`src/rtl/vc_out_sched.sv`:
```
// Output-side scheduler for one router input port's VC buffers: fixed-priority pick
// (highest VC wins), wormhole lock per packet, one-deep registered valid/ready output.
module vc_out_sched #(
    parameter int NumVirtChn = 2,
    parameter int FlitWidth  = 34,
    parameter int PktSzWidth = 8,
    localparam int VcWidth   = $clog2(NumVirtChn)
) (
    input  logic                             clk,
    input  logic                             arst_n,
    input  logic [NumVirtChn*FlitWidth-1:0]  vc_fdata_i,
    input  logic [NumVirtChn-1:0]            vc_valid_i,
    output logic [NumVirtChn-1:0]            vc_ready_o,
    output logic [FlitWidth-1:0]             fdata_o,
    output logic [VcWidth-1:0]               vc_id_o,
    output logic                             valid_o,
    input  logic                             ready_i,
    output logic                             lock_o,
    output logic                             err_o,
    output logic                             dbg_state
);

    typedef enum logic {IDLE = 1'b0, LOCKED = 1'b1} state_t;

    localparam logic [1:0] TYPE_HEAD = 2'b00;
    localparam logic [1:0] TYPE_TAIL = 2'b10;
    localparam logic [1:0] TYPE_RSVD = 2'b11;

    state_t                 state;
    logic [VcWidth-1:0]     locked_vc;
    logic [VcWidth-1:0]     grant_idx;
    logic                   grant_vld;
    logic                   accept;
    logic                   xfer;
    logic [FlitWidth-1:0]   grant_flit;
    logic [1:0]             grant_type;
    logic [PktSzWidth-1:0]  grant_size;

    // Valid/ready: a flit moves on any edge where valid and ready are both high; the
    // producer holds data stable while valid is high and ready is low.
    always_comb begin
        grant_vld = 1'b0;
        grant_idx = '0;
        if (state == IDLE) begin
            for (int v = 0; v < NumVirtChn; v++) begin
                if (vc_valid_i[v]) begin
                    grant_vld = 1'b1;
                    grant_idx = VcWidth'(v);
                end
            end
        end else begin
            grant_vld = vc_valid_i[locked_vc];
            grant_idx = locked_vc;
        end
    end

    assign accept     = ~valid_o | ready_i;
    assign xfer       = accept & grant_vld & arst_n;
    assign grant_flit = vc_fdata_i[int'(grant_idx) * FlitWidth +: FlitWidth];
    assign grant_type = grant_flit[FlitWidth-1 -: 2];
    assign grant_size = grant_flit[FlitWidth-3 -: PktSzWidth];
    assign vc_ready_o = xfer ? (NumVirtChn'(1) << grant_idx) : '0;
    assign dbg_state  = (state == LOCKED);

    always_ff @(posedge clk or negedge arst_n) begin
        if (!arst_n) begin
            state     <= IDLE;
            locked_vc <= '0;
            fdata_o   <= '0;
            vc_id_o   <= '0;
            valid_o   <= 1'b0;
            lock_o    <= 1'b0;
            err_o     <= 1'b0;
        end else begin
            err_o <= 1'b0;
            if (xfer) begin
                fdata_o <= grant_flit;
                vc_id_o <= grant_idx;
                valid_o <= 1'b1;
                if (state == IDLE) begin
                    if (grant_type == TYPE_HEAD) begin
                        if (grant_size != '0) begin
                            state     <= LOCKED;
                            lock_o    <= 1'b1;
                            locked_vc <= grant_idx;
                        end
                    end else begin
                        err_o <= 1'b1;
                    end
                end else begin
                    // A HEAD inside a packet re-targets the lock to the new packet.
                    if (grant_type == TYPE_HEAD) begin
                        err_o <= 1'b1;
                        if (grant_size == '0) begin
                            state  <= IDLE;
                            lock_o <= 1'b0;
                        end
                    end else if (grant_type == TYPE_TAIL) begin
                        state  <= IDLE;
                        lock_o <= 1'b0;
                    end else if (grant_type == TYPE_RSVD) begin
                        err_o <= 1'b1;
                    end
                end
            end else if (accept) begin
                valid_o <= 1'b0;
            end
        end
    end

endmodule

```
`config.mk`:
```
export PLATFORM = sky130hd
export DESIGN_NAME = vc_out_sched
export DESIGN_NICKNAME = d
export VERILOG_FILES = /design/src/rtl/vc_out_sched.sv
export SDC_FILE = /design/constraint.sdc
export NUM_CORES = 1
export LEC_CHECK = 0
export CORE_MARGIN = 4
export CORE_UTILIZATION = 37
export DETAILED_ROUTE_END_ITERATION = 16
export PLACE_DENSITY = 0.86
export SLEW_MARGIN = 20
export SYNTH_ARGS = -nofsm -noshare
export SYNTH_HDL_FRONTEND = slang
export SYNTH_SLANG_ARGS = --single-unit
```
`constraint.sdc`:
```
create_clock -name clk -period 2.9 [get_ports clk]
set_clock_uncertainty 0.1 [all_clocks]
set_input_delay 0.87 -clock clk [delete_from_list [all_inputs] [get_ports clk]]
set_output_delay 0.87 -clock clk [all_outputs]
set_load 0.05 [all_outputs]
```
==> results of run 1 <==
-- state kept, by name (all words and copies together) (netlist names) --
| signal | count |
|---|---|
| dbg_state | 1 |
| err_o | 1 |
| fdata_o | 34 |
| lock_o | 1 |
| locked_vc | 1 |
| valid_o | 1 |
| vc_id_o | 1 |
-- power by group through the flow --
stage	clock network (µW)	registers, µW	logic (µW)
floorplan	0	1880	597
global placement	0	985	2330
detailed placement	0	1000	2360
CTS	358	994	2390
global route	383	1040	2520
finish	346	994	2390
-- per-layer routing --
metal	part of all wire	wire length [µm]
met5	0	0
met4	0.017	102
met3	0.079	483
met2	0.50	3070
met1	0.40	2480
-- cell usage in the layout (no fill, tap or decap), drive strengths merged, types with 2 or more instances in the layout --
| master | n |
|---|---|
| nor4 | 4 |
| a211oi | 4 |
| clkdlybuf4s50 | 106 |
| dfrtp | 40 |
| buf | 27 |
| inv | 3 |
| a31oi | 33 |
| mux2i | 4 |
| nand3 | 2 |
| nand2 | 66 |
| mux2 | 2 |
| dlygate4sd2 | 2 |
| clkbuf | 7 |
| nor2 | 38 |
| o21ai | 3 |
-- Yosys cell counts (2+ instances only) --
master | count | area (µm²)
sky130_fd_sc_hd__a211oi_1 | 3 | 22.5
sky130_fd_sc_hd__a31oi_1 | 33 | 206
sky130_fd_sc_hd__inv_1 | 3 | 11.3
sky130_fd_sc_hd__buf_2 | 9 | 45.0
sky130_fd_sc_hd__nand3_1 | 2 | 10.0
sky130_fd_sc_hd__o21ai_0 | 3 | 15.0
sky130_fd_sc_hd__nand2_1 | 66 | 248
sky130_fd_sc_hd__mux2_2 | 2 | 22.5
sky130_fd_sc_hd__dfrtp_1 | 40 | 1000
sky130_fd_sc_hd__mux2i_1 | 3 | 30.0
sky130_fd_sc_hd__nor4_1 | 4 | 25.0
sky130_fd_sc_hd__clkbuf_1 | 4 | 15.0
sky130_fd_sc_hd__nor2_1 | 38 | 143
-- worst max-delay path, stage by stage --
cell and delay (ns):
sky130_fd_sc_hd__dlygate4sd2_1 0.25, sky130_fd_sc_hd__mux2i_2 0.10, sky130_fd_sc_hd__a211o_1 0.35, sky130_fd_sc_hd__nor2_4 0.18
sky130_fd_sc_hd__buf_12 0.15
-- timing repair --
action / in CTS / in global routing
gates resized for setup: 4 / 7
setup endpoints to repair: 2 / 3
hold endpoints to repair: 0 / 0
pin swaps: 3 / 2
hold buffers: 0 / 0
buffers inserted: 8 / 2
-- per-stage QoR --
| stage | instances | cell area (µm²) | util | total power (µW) | hold WS [ns] |
|---|---|---|---|---|---|
| finish | 420 | 3390 | 0.694 | 3730 | 0.401 |
| global route | 420 | 3390 | 0.694 | 3940 | 0.443 |
| CTS | 418 | 3360 | 0.689 | 3740 | 0.408 |
| detailed placement | 403 | 3220 | 0.661 | 3360 | 0.386 |
| global placement | 403 | 3220 | 0.661 | 3310 | 0.377 |
| floorplan | 224 | 1920 | - | 2470 | 0.441 |
-- cell type report --
class	instances	share of cell area
Timing Repair Buffer	137	0.397
Sequential cell	40	0.295
Multi-Input combinational cell	166	0.256
Tap cell	67	0.0247
Clock buffer	6	0.0214
Inverter	3	0.00332
Clock inverter	1	0.00148
-- cell families after synthesis --
logic type / count (synthesis)
AO/OA/AOI/OAI: 45
adder cells (fa/ha/maj): 1
buffers and inverters: 18
flip-flops: 40
multiplexers: 6
AND/OR/NAND/NOR: 114
-- worst paths after layout --
kind / start / to / slack [ns] / depth (start not counted)
min in group asynchronous: arst_n / fdata_o[30] / 0.60 / 2
max reg2reg: dbg_state / lock_o / 0.39 / 8
min: fdata_o[33] / fdata_o[33] / 0.40 / 2
max: vc_valid_i[0] / vc_ready_o[0] / 0.03 / 5
min reg2reg: fdata_o[33] / fdata_o[33] / 0.40 / 2
max in group asynchronous: arst_n / fdata_o[14] / 1.75 / 2
==> flow_summary_export.csv, run 1 <==
group,metric,value,unit
timing,setup_viol,0,
power_and_ir_drop,internal-power,1850,µW
logic_synthesis,synth_compound_gate_area_share,0.154,
floorplanning,die_width,80.0,µm
global_routing,grt_first_pass_wirelength,9690,µm
logic_synthesis,largest_family_of_logic_cells_by_synthesized_area,"simple AND/OR/NAND/NOR gates",
logic_synthesis,synthAdderAreaFrac,0.00653,
timing,post-route-period-util,0.988,
logic_synthesis,synthesized_area_per_cell,8.56,µm²
floorplanning,num_rows,25,
finish,syn2layout_area_growth,76.8,%
timing,report.final.slew_viol_count,0,
timing,fin_crit,2.87,ns
timing,final.setup.worst_slack,0.0350,ns
finish,nFillCells,397,
logic_synthesis,synth-async-reset-ratio,1.00,
setup_path,critPathKind,"in2out",
setup_path,worstPathMaxFanout,3,
global_routing,top_usage_layer,"met2",
clock_network,clock-sinks,40,
route,drtIter0Drc,89,
power_and_ir_drop,power_density,1100,nW/µm²
logic_synthesis,postSynthRegisterBits,40,
placed_design,placement.io_buffers,113,
power_and_ir_drop,switching_power,1870,µW
timing,timing.fmax,0.349,GHz
placed_design,place_worst_setup_slack,-0.270,ns
floorplanning,pin_count,114,
finish,multi_input_comb_area,868,µm²
logic_synthesis,count_of_cell_types_in_the_netlist,27,
logic_synthesis,synth_flop_cell,"sky130_fd_sc_hd__dfrtp_1",
setup_path,critical_path_rt,1.93,ns
floorplanning,initial_core_util,0.393,
floorplanning,core_area,4880,µm²
timing,final_hold_viol_count,0,
route,drt-pass1-iter-count,5,
global_routing,globalRouteMet1Util,0.221,
logic_synthesis,synthSimpleGateAreaFrac,0.236,
placed_design,gp_congestion,0.800,
clock_network,cts.reportedPaths.clkPinSlew,0.08,ns
clock_network,worstSkewPairLatency,0.28,ns
logic_synthesis,synthXorXnorAreaFrac,0,
power_and_ir_drop,peakVddDrop,851,µV
power_and_ir_drop,seq_power_share,0.267,
finish,drive_above_1_share,0.125,
global_routing,first_global_vias,2116,
global_routing,antenna_found_initial,0,
route,ant_nets,0,
power_and_ir_drop,power.switching_fraction,0.503,
setup_path,worstPathArrival,1.90,ns
finish,num-nets-final,427,
logic_synthesis,syn_inst,224,
logic_synthesis,synth.yosys.seq_area_share,0.522,
global_routing,grt.met3_usage,0.0587,
logic_synthesis,post_synth_instance_area,1920,µm²
min_path,timing.hold.worst.class,"reg2reg",
clock_network,cts_root_buffer,"sky130_fd_sc_hd__clkbuf_8",
placed_design,dp_hpwl,4610,µm
floorplanning,die_height,80.0,µm
clock_network,ctsLongestPathBuffers,2,
power_and_ir_drop,proportion_of_power_drawn_by_combinational_gates,0.640,
global_routing,largest_net_degree_at_the_start_of_global_routing,41,
timing,tightest_slew,0.542,ns
clock_network,cts_tree,"yes",
power_and_ir_drop,power.leakage,0.00142,µW
setup_path,startpoint_type,"input port",
route,drcViolationCount,0,
global_routing,total_grt_usage,0.193,
timing,slew_headroom,0.635,
logic_synthesis,postSynthNetCount,298,
logic_synthesis,synth_edf_count,0,
route,route.final.wire_length,6140,µm
route,avgViaCountPerCell,4.99,
logic_synthesis,synth_mux_area_frac,0.0346,
finish,insertedDiodeCount,0,
finish,area.sequential,1000,µm²
status,run_status,"finished, final reports clean",
clock_network,cts_max_level,2,
flow_run,timing.max_cap.violations,0,
clock_network,cts_made_buffers,5,
floorplanning,die-area,6400,µm²
logic_synthesis,synth.yosys.warnings,0,
timing,setup_total_negative_slack,0,ns
setup_path,end_kind,"output pin",
route,dr_total_vias,2097,
power_and_ir_drop,p_clk_frac,0.093,
global_routing,global_route.usage.met2,0.342,
route,drt-wirelength-per-cell,14.6,µm
global_routing,grt_overflow_total,0,
(Power assumes the default switching activity.)
==> run 2: changes to the inputs <==
HOLD_SLACK_MARGIN = 0.05   (was not set)
SETUP_SLACK_MARGIN = 0.3   (was not set)
==> run 2 against run 1 <==
Effect of this change: core utilization up 6.6 points; sequential share of layout area fell by 2.5 points; final cell count grew 3.6%; fmax grew 7.8%; sequential power about the same; clock power rose by 30%; global-route usage is 0.28 points lower; routed wire length rose by 14%; sequential cell count is the same; non-clock buffer count is 14 higher; register-to-register slack got worse by 0.06 ns; critical endpoint unchanged.
==> flow_summary_export.csv, run 2 (synthesis gave the netlist of run 1 again) <==
group,metric,value,unit
status,run_status,"finished, final reports clean",
clock_network,cts_root_buffer,"sky130_fd_sc_hd__clkbuf_8",
floorplanning,initial_core_util,0.393,
placed_design,placement.io_buffers,113,
setup_path,cpMaxStageDelayCell,"sky130_fd_sc_hd__mux2_4",
setup_path,crit-reg2reg-launch,"locked_vc",
finish,drive_above_1_share,0.188,
finish,nFillCells,360,
clock_network,cts_hold_repair.buffers,0,
finish,most-common-layout-cells,"106 x sky130_fd_sc_hd__clkdlybuf4s50_1, 66 x sky130_fd_sc_hd__nand2_1, 38 x sky130_fd_sc_hd__dfrtp_1",
floorplanning,die_height,80.0,µm
setup_path,cp-startpoint,"vc_valid_i[1]",
timing,setup_viol,0,
setup_path,reg2reg_depth,13,
power_and_ir_drop,power_density,1090,nW/µm²
setup_path,end_kind,"output pin",
flow_run,timing.max_cap.violations,0,
setup_path,crit_chain,"buf_8 -> buf_6 -> mux2_4 -> nor2_4 -> buf_12",
route,drcViolationCount,0,
setup_path,crit_buf_inv,3,
global_routing,total_grt_usage,0.190,
floorplanning,die_width,80.0,µm
power_and_ir_drop,peakVddDrop,708,µV
route,drtIter0Drc,39,
min_path,worstHoldEndpoint,"fdata_o[32]",
timing,fin_crit,2.66,ns
setup_path,critical_path_rt,1.93,ns
timing,post-route-period-util,0.916,
finish,final_core_utilization,0.761,
global_routing,first_global_vias,2108,
power_and_ir_drop,power.leakage,0.00155,µW
route,ant_nets,0,
placed_design,gp_congestion,0.783,
setup_path,worstPathArrival,1.69,ns
placed_design,dp_hpwl,4360,µm
timing,slew_headroom,0.639,
finish,syn2layout_area_growth,93.6,%
setup_path,worstPathMaxFanout,5,
finish,regMostFlops,"fdata_o",
route,avgViaCountPerCell,5.06,
floorplanning,num_rows,25,
finish,num-nets-final,441,
finish,instances_no_fill,435,
min_path,holdCritStartpoint,"fdata_o[32]",
timing,final_hold_viol_count,0,
setup_path,critPathKind,"in2out",
floorplanning,pin_count,114,
setup_path,r2r-end,"lock_o",
route,drt-pass1-iter-count,4,
timing,report.final.slew_viol_count,0,
clock_network,cts_tree,"yes",
route,route.final.wire_length,6980,µm
clock_network,cts_made_buffers,5,
clock_network,cts.reportedPaths.clkPinSlew,0.08,ns
setup_path,critPathTopFamily,"buffers and inverters",
timing,timing.fmax,0.376,GHz
min_path,timing.hold.worst_path_depth,1,
finish,insertedDiodeCount,0,
min_path,timing.hold.worst.class,"reg2reg",
timing,tightest_slew,0.537,ns
finish,largest_register_ff_count,34,
timing,rsz0062_at_grt,"true",
floorplanning,die-area,6400,µm²
finish,mostFrequentLayoutCell,"sky130_fd_sc_hd__clkdlybuf4s50_1",
clock_network,worstSkewPairLatency,0.29,ns
placed_design,numPlacedInstances,402,
global_routing,grt_first_pass_wirelength,9630,µm
setup_path,startpoint_type,"input port",
global_routing,grt_overflow_total,0,
global_routing,antenna_found_initial,0,
setup_path,critPathMaxStageDelay,0.30,ns
route,dr_total_vias,2203,
clock_network,clock-sinks,40,
floorplanning,core_area,4880,µm²
clock_network,ctsLongestPathBuffers,2,
setup_path,regToRegSetupSlack,0.33,ns
global_routing,largest_net_degree_at_the_start_of_global_routing,41,
clock_network,cts_max_level,2,
power_and_ir_drop,power.total,4040,µW
route,drt-wirelength-per-cell,16.1,µm
[run 2: cell types whose count changed in the layout (fill, tap and decap cells not counted), sizes merged]
cell,change
buf,+14
bufinv,+1
clkbuf,+1
clkinvlp,+1
dlygate4sd2,-1
dlymetal6s2s,-1
[run 2: area by class of cell]
cell class                      count  area (µm²)  share of cell area
Tap cell                           67        83.8              0.0226
Inverter                            3        11.3             0.00303
Sequential cell                    40        1000               0.270
Clock inverter                      3        42.5              0.0115
Timing Repair Buffer              151        1580               0.425
Multi-Input combinational cell    166         923               0.249
Clock buffer                        5        68.8              0.0185
[run 2: through the flow]
stage / instance area, µm² / setup WS (ns) / TNS, ns / hold slack, ns
5_1_grt: 3710 / 0.217 / 0 / 0.421
3_5_place_dp: 3230 / -0.190 / -0.795 / 0.374
2_1_floorplan: 1940 / 0.247 / 0 / 0.441
6_report: 3710 / 0.242 / 0 / 0.406
3_3_place_gp: 3230 / -0.185 / -0.561 / 0.375
4_1_cts: 3440 / 0.201 / 0 / 0.402
[run 2: worst max-delay path by stage]
stage,to,slack (ns),depth (start not counted)
6_report,vc_ready_o[0],0.24,5
5_1_grt,lock_o,0.22,10
3_3_place_gp,vc_ready_o[0],-0.18,5
3_5_place_dp,vc_ready_o[0],-0.19,5
2_1_floorplan,vc_ready_o[0],0.25,4
4_1_cts,vc_ready_o[0],0.20,5
[run 2: power by group]
part,switching (µW),internal [µW]
Combinational,1580,1000
Sequential,184,823
Clock,196,255
[run 2: repair_timing]
action,4_1_cts,5_1_grt
setup buffers,14,6
pin swaps,3,4
resized for setup,14,21
setup endpoints to repair,6,38
cloned,0,5
[run 2: metal layers]
layer / vias up / GRT usage / wire, µm
li1: 1053 / - / -
met1: 1059 / 0.218 / 2730
met2: 77 / 0.340 / 3620
met3: 14 / 0.0609 / 477
met4: 0 / 0.0439 / 157
met5: - / 0 / 0
==> run 3: changes to the inputs <==
--- a/config.mk
+++ b/config.mk
@@ -10,5 +10,5 @@
 export DETAILED_ROUTE_END_ITERATION = 16
 export HOLD_SLACK_MARGIN = 0.05
-export PLACE_DENSITY = 0.86
+export PLACE_DENSITY = 0.88
 export SETUP_SLACK_MARGIN = 0.3
 export SLEW_MARGIN = 20
@@ -16,2 +16,3 @@
 export SYNTH_HDL_FRONTEND = slang
 export SYNTH_SLANG_ARGS = --single-unit
+export TNS_END_PERCENT = 20
==> constraint.sdc (replaced) <==
create_clock -name clk -period 2.9 [get_ports clk]
set_clock_uncertainty 0.1 [all_clocks]
set_input_delay 0.87 -clock clk [delete_from_list [all_inputs] [get_ports clk]]
set_output_delay 0.87 -clock clk [all_outputs]
set_load 0.1 [all_outputs]
==> run 3 against run 2 <==
Effect of this change: final cell count decreased by 3.7%; sequential cell count unchanged; die area unchanged; critical path depth unchanged; sequential share of layout area increased by 3.0 points; fmax decreased by 1.3%; cell area decreased by 9.7%; register-to-register slack improved by 0.08 ns; non-clock buffer count decreased by 16; hold slack got worse by 0.0073 ns.
==> flow_summary_export.csv, run 3 (synthesis gave the netlist of run 1 again) <==
group,metric,value,unit
placed_design,gp_congestion,0.790,
clock_network,cts_max_level,2,
placed_design,placement.io_buffers,113,
route,drt-pass1-iter-count,4,
floorplanning,die_height,80.0,µm
clock_network,worstSkewPairLatency,0.28,ns
status,run_status,"finished, final reports clean",
timing,fin_crit,2.69,ns
timing,post-route-period-util,0.929,
floorplanning,core_area,4880,µm²
global_routing,first_global_vias,2147,
timing,slew_headroom,0.628,
finish,drive_above_1_share,0.250,
global_routing,grt_overflow_total,0,
route,drt-wirelength-per-cell,14.4,µm
floorplanning,die_width,80.0,µm
timing,final_hold_viol_count,0,
floorplanning,die-area,6400,µm²
floorplanning,pin_count,114,
route,ant_nets,0,
placed_design,place_worst_setup_slack,-0.269,ns
clock_network,cts.reportedPaths.clkPinSlew,0.08,ns
finish,syn2layout_area_growth,74.8,%
finish,largest_register_ff_count,34,
setup_path,startpoint_type,"input port",
timing,rsz0062_at_grt,"true",
setup_path,crit-reg2reg-launch,"valid_o",
finish,nFillCells,400,
timing,report.final.slew_viol_count,0,
finish,num-nets-final,425,
route,drcViolationCount,0,
finish,final_core_utilization,0.687,
placed_design,postPlaceCellArea,3120,µm²
min_path,timing.hold.worst_path_depth,2,
timing,setup_total_negative_slack,0,ns
min_path,timing.hold.worst.class,"reg2reg",
global_routing,grt_first_pass_wirelength,9740,µm
timing,tightest_slew,0.553,ns
setup_path,worstPathArrival,1.72,ns
setup_path,critPathKind,"in2out",
setup_path,end_kind,"output pin",
route,dr_total_vias,2086,
global_routing,total_grt_usage,0.193,
clock_network,cts_hold_repair.buffers,0,
floorplanning,initial_core_util,0.393,
setup_path,worstPathMaxFanout,3,
route,drtIter0Drc,69,
global_routing,antenna_found_initial,0,
floorplanning,num_rows,25,
timing,timing.fmax,0.371,GHz
setup_path,critical_path_rt,1.93,ns
global_routing,largest_net_degree_at_the_start_of_global_routing,69,
min_path,worstHoldEndpoint,"fdata_o[33]",
finish,stdcell_area,3350,µm²
clock_network,clock-sinks,40,
route,route.final.wire_length,6040,µm
finish,most-common-layout-cells,"68 x sky130_fd_sc_hd__clkdlybuf4s50_1, 66 x sky130_fd_sc_hd__nand2_1, 60 x sky130_fd_sc_hd__buf_4",
finish,insertedDiodeCount,0,
clock_network,ctsLongestPathBuffers,2,
timing,setup_viol,0,
clock_network,cts_tree,"yes",
finish,mostFrequentLayoutCell,"sky130_fd_sc_hd__clkdlybuf4s50_1",
route,avgViaCountPerCell,4.98,
placed_design,dp_hpwl,4410,µm
flow_run,timing.max_cap.violations,0,
min_path,holdCritStartpoint,"fdata_o[33]",
timing,final.setup.worst_slack,0.207,ns
setup_path,r2r-end,"lock_o",
clock_network,cts_root_buffer,"sky130_fd_sc_hd__clkbuf_8",
finish,regMostFlops,"fdata_o",
clock_network,cts_made_buffers,5,
setup_path,regToRegSetupSlack,0.41,ns
setup_path,reg2reg_depth,11,
[run 3: layer usage]
layer | wire length (µm) | GRT usage | vias up
li1 | - | - | 1021
met1 | 2490 | 0.234 | 977
met2 | 3010 | 0.335 | 82
met3 | 478 | 0.0474 | 6
met4 | 60 | 0.0557 | 0
met5 | 0 | 0 | -
[run 3: repair_timing]
item,in CTS,in global routing
gates resized for setup,19,3
buffers inserted,7,2
pin swaps,2,2
setup endpoints to repair,5,6
[run 3: layout make-up]
cell class              instances  area (µm²)  area share
well taps                      67        83.8      0.0250
repair buffers                135        1230       0.368
multi-input cells             166         890       0.265
flip-flops and latches         40        1010       0.300
clock inverters                 1        30.0     0.00896
inverters                       3        11.3     0.00336
clock buffers                   7        96.3      0.0288
[run 3: critical path, cell delays in order]
cell and delay, ns:
sky130_fd_sc_hd__buf_8 0.08, sky130_fd_sc_hd__mux2i_4 0.07, sky130_fd_sc_hd__a211o_4 0.38, sky130_fd_sc_hd__nor2_4 0.13, sky130_fd_sc_hd__buf_12 0.19
[run 3: through the flow]
| step | std cells | hold WS, ns |
|---|---|---|
| finish | 419 | 0.399 |
| detailed placement | 402 | 0.383 |
| CTS | 417 | 0.405 |
| global placement | 402 | 0.380 |
| floorplan | 224 | 0.441 |
| global route | 419 | 0.446 |
[run 3: worst max path at each step]
stage / depth (start not counted) / slack (ns) / to / from
final: 5 / 0.21 / vc_ready_o[0] / vc_valid_i[1]
after global placement: 5 / -0.25 / vc_ready_o[0] / vc_valid_i[1]
after global routing: 12 / 0.15 / lock_o / ready_i
after floorplan: 4 / 0.04 / vc_ready_o[0] / vc_valid_i[1]
after detailed placement: 5 / -0.27 / vc_ready_o[0] / vc_valid_i[1]
after CTS: 5 / 0.20 / vc_ready_o[0] / vc_valid_i[1]
Power of run 3 is not shown: default switching activity piles up to over one toggle a cycle in this logic, so the estimate is an artifact.
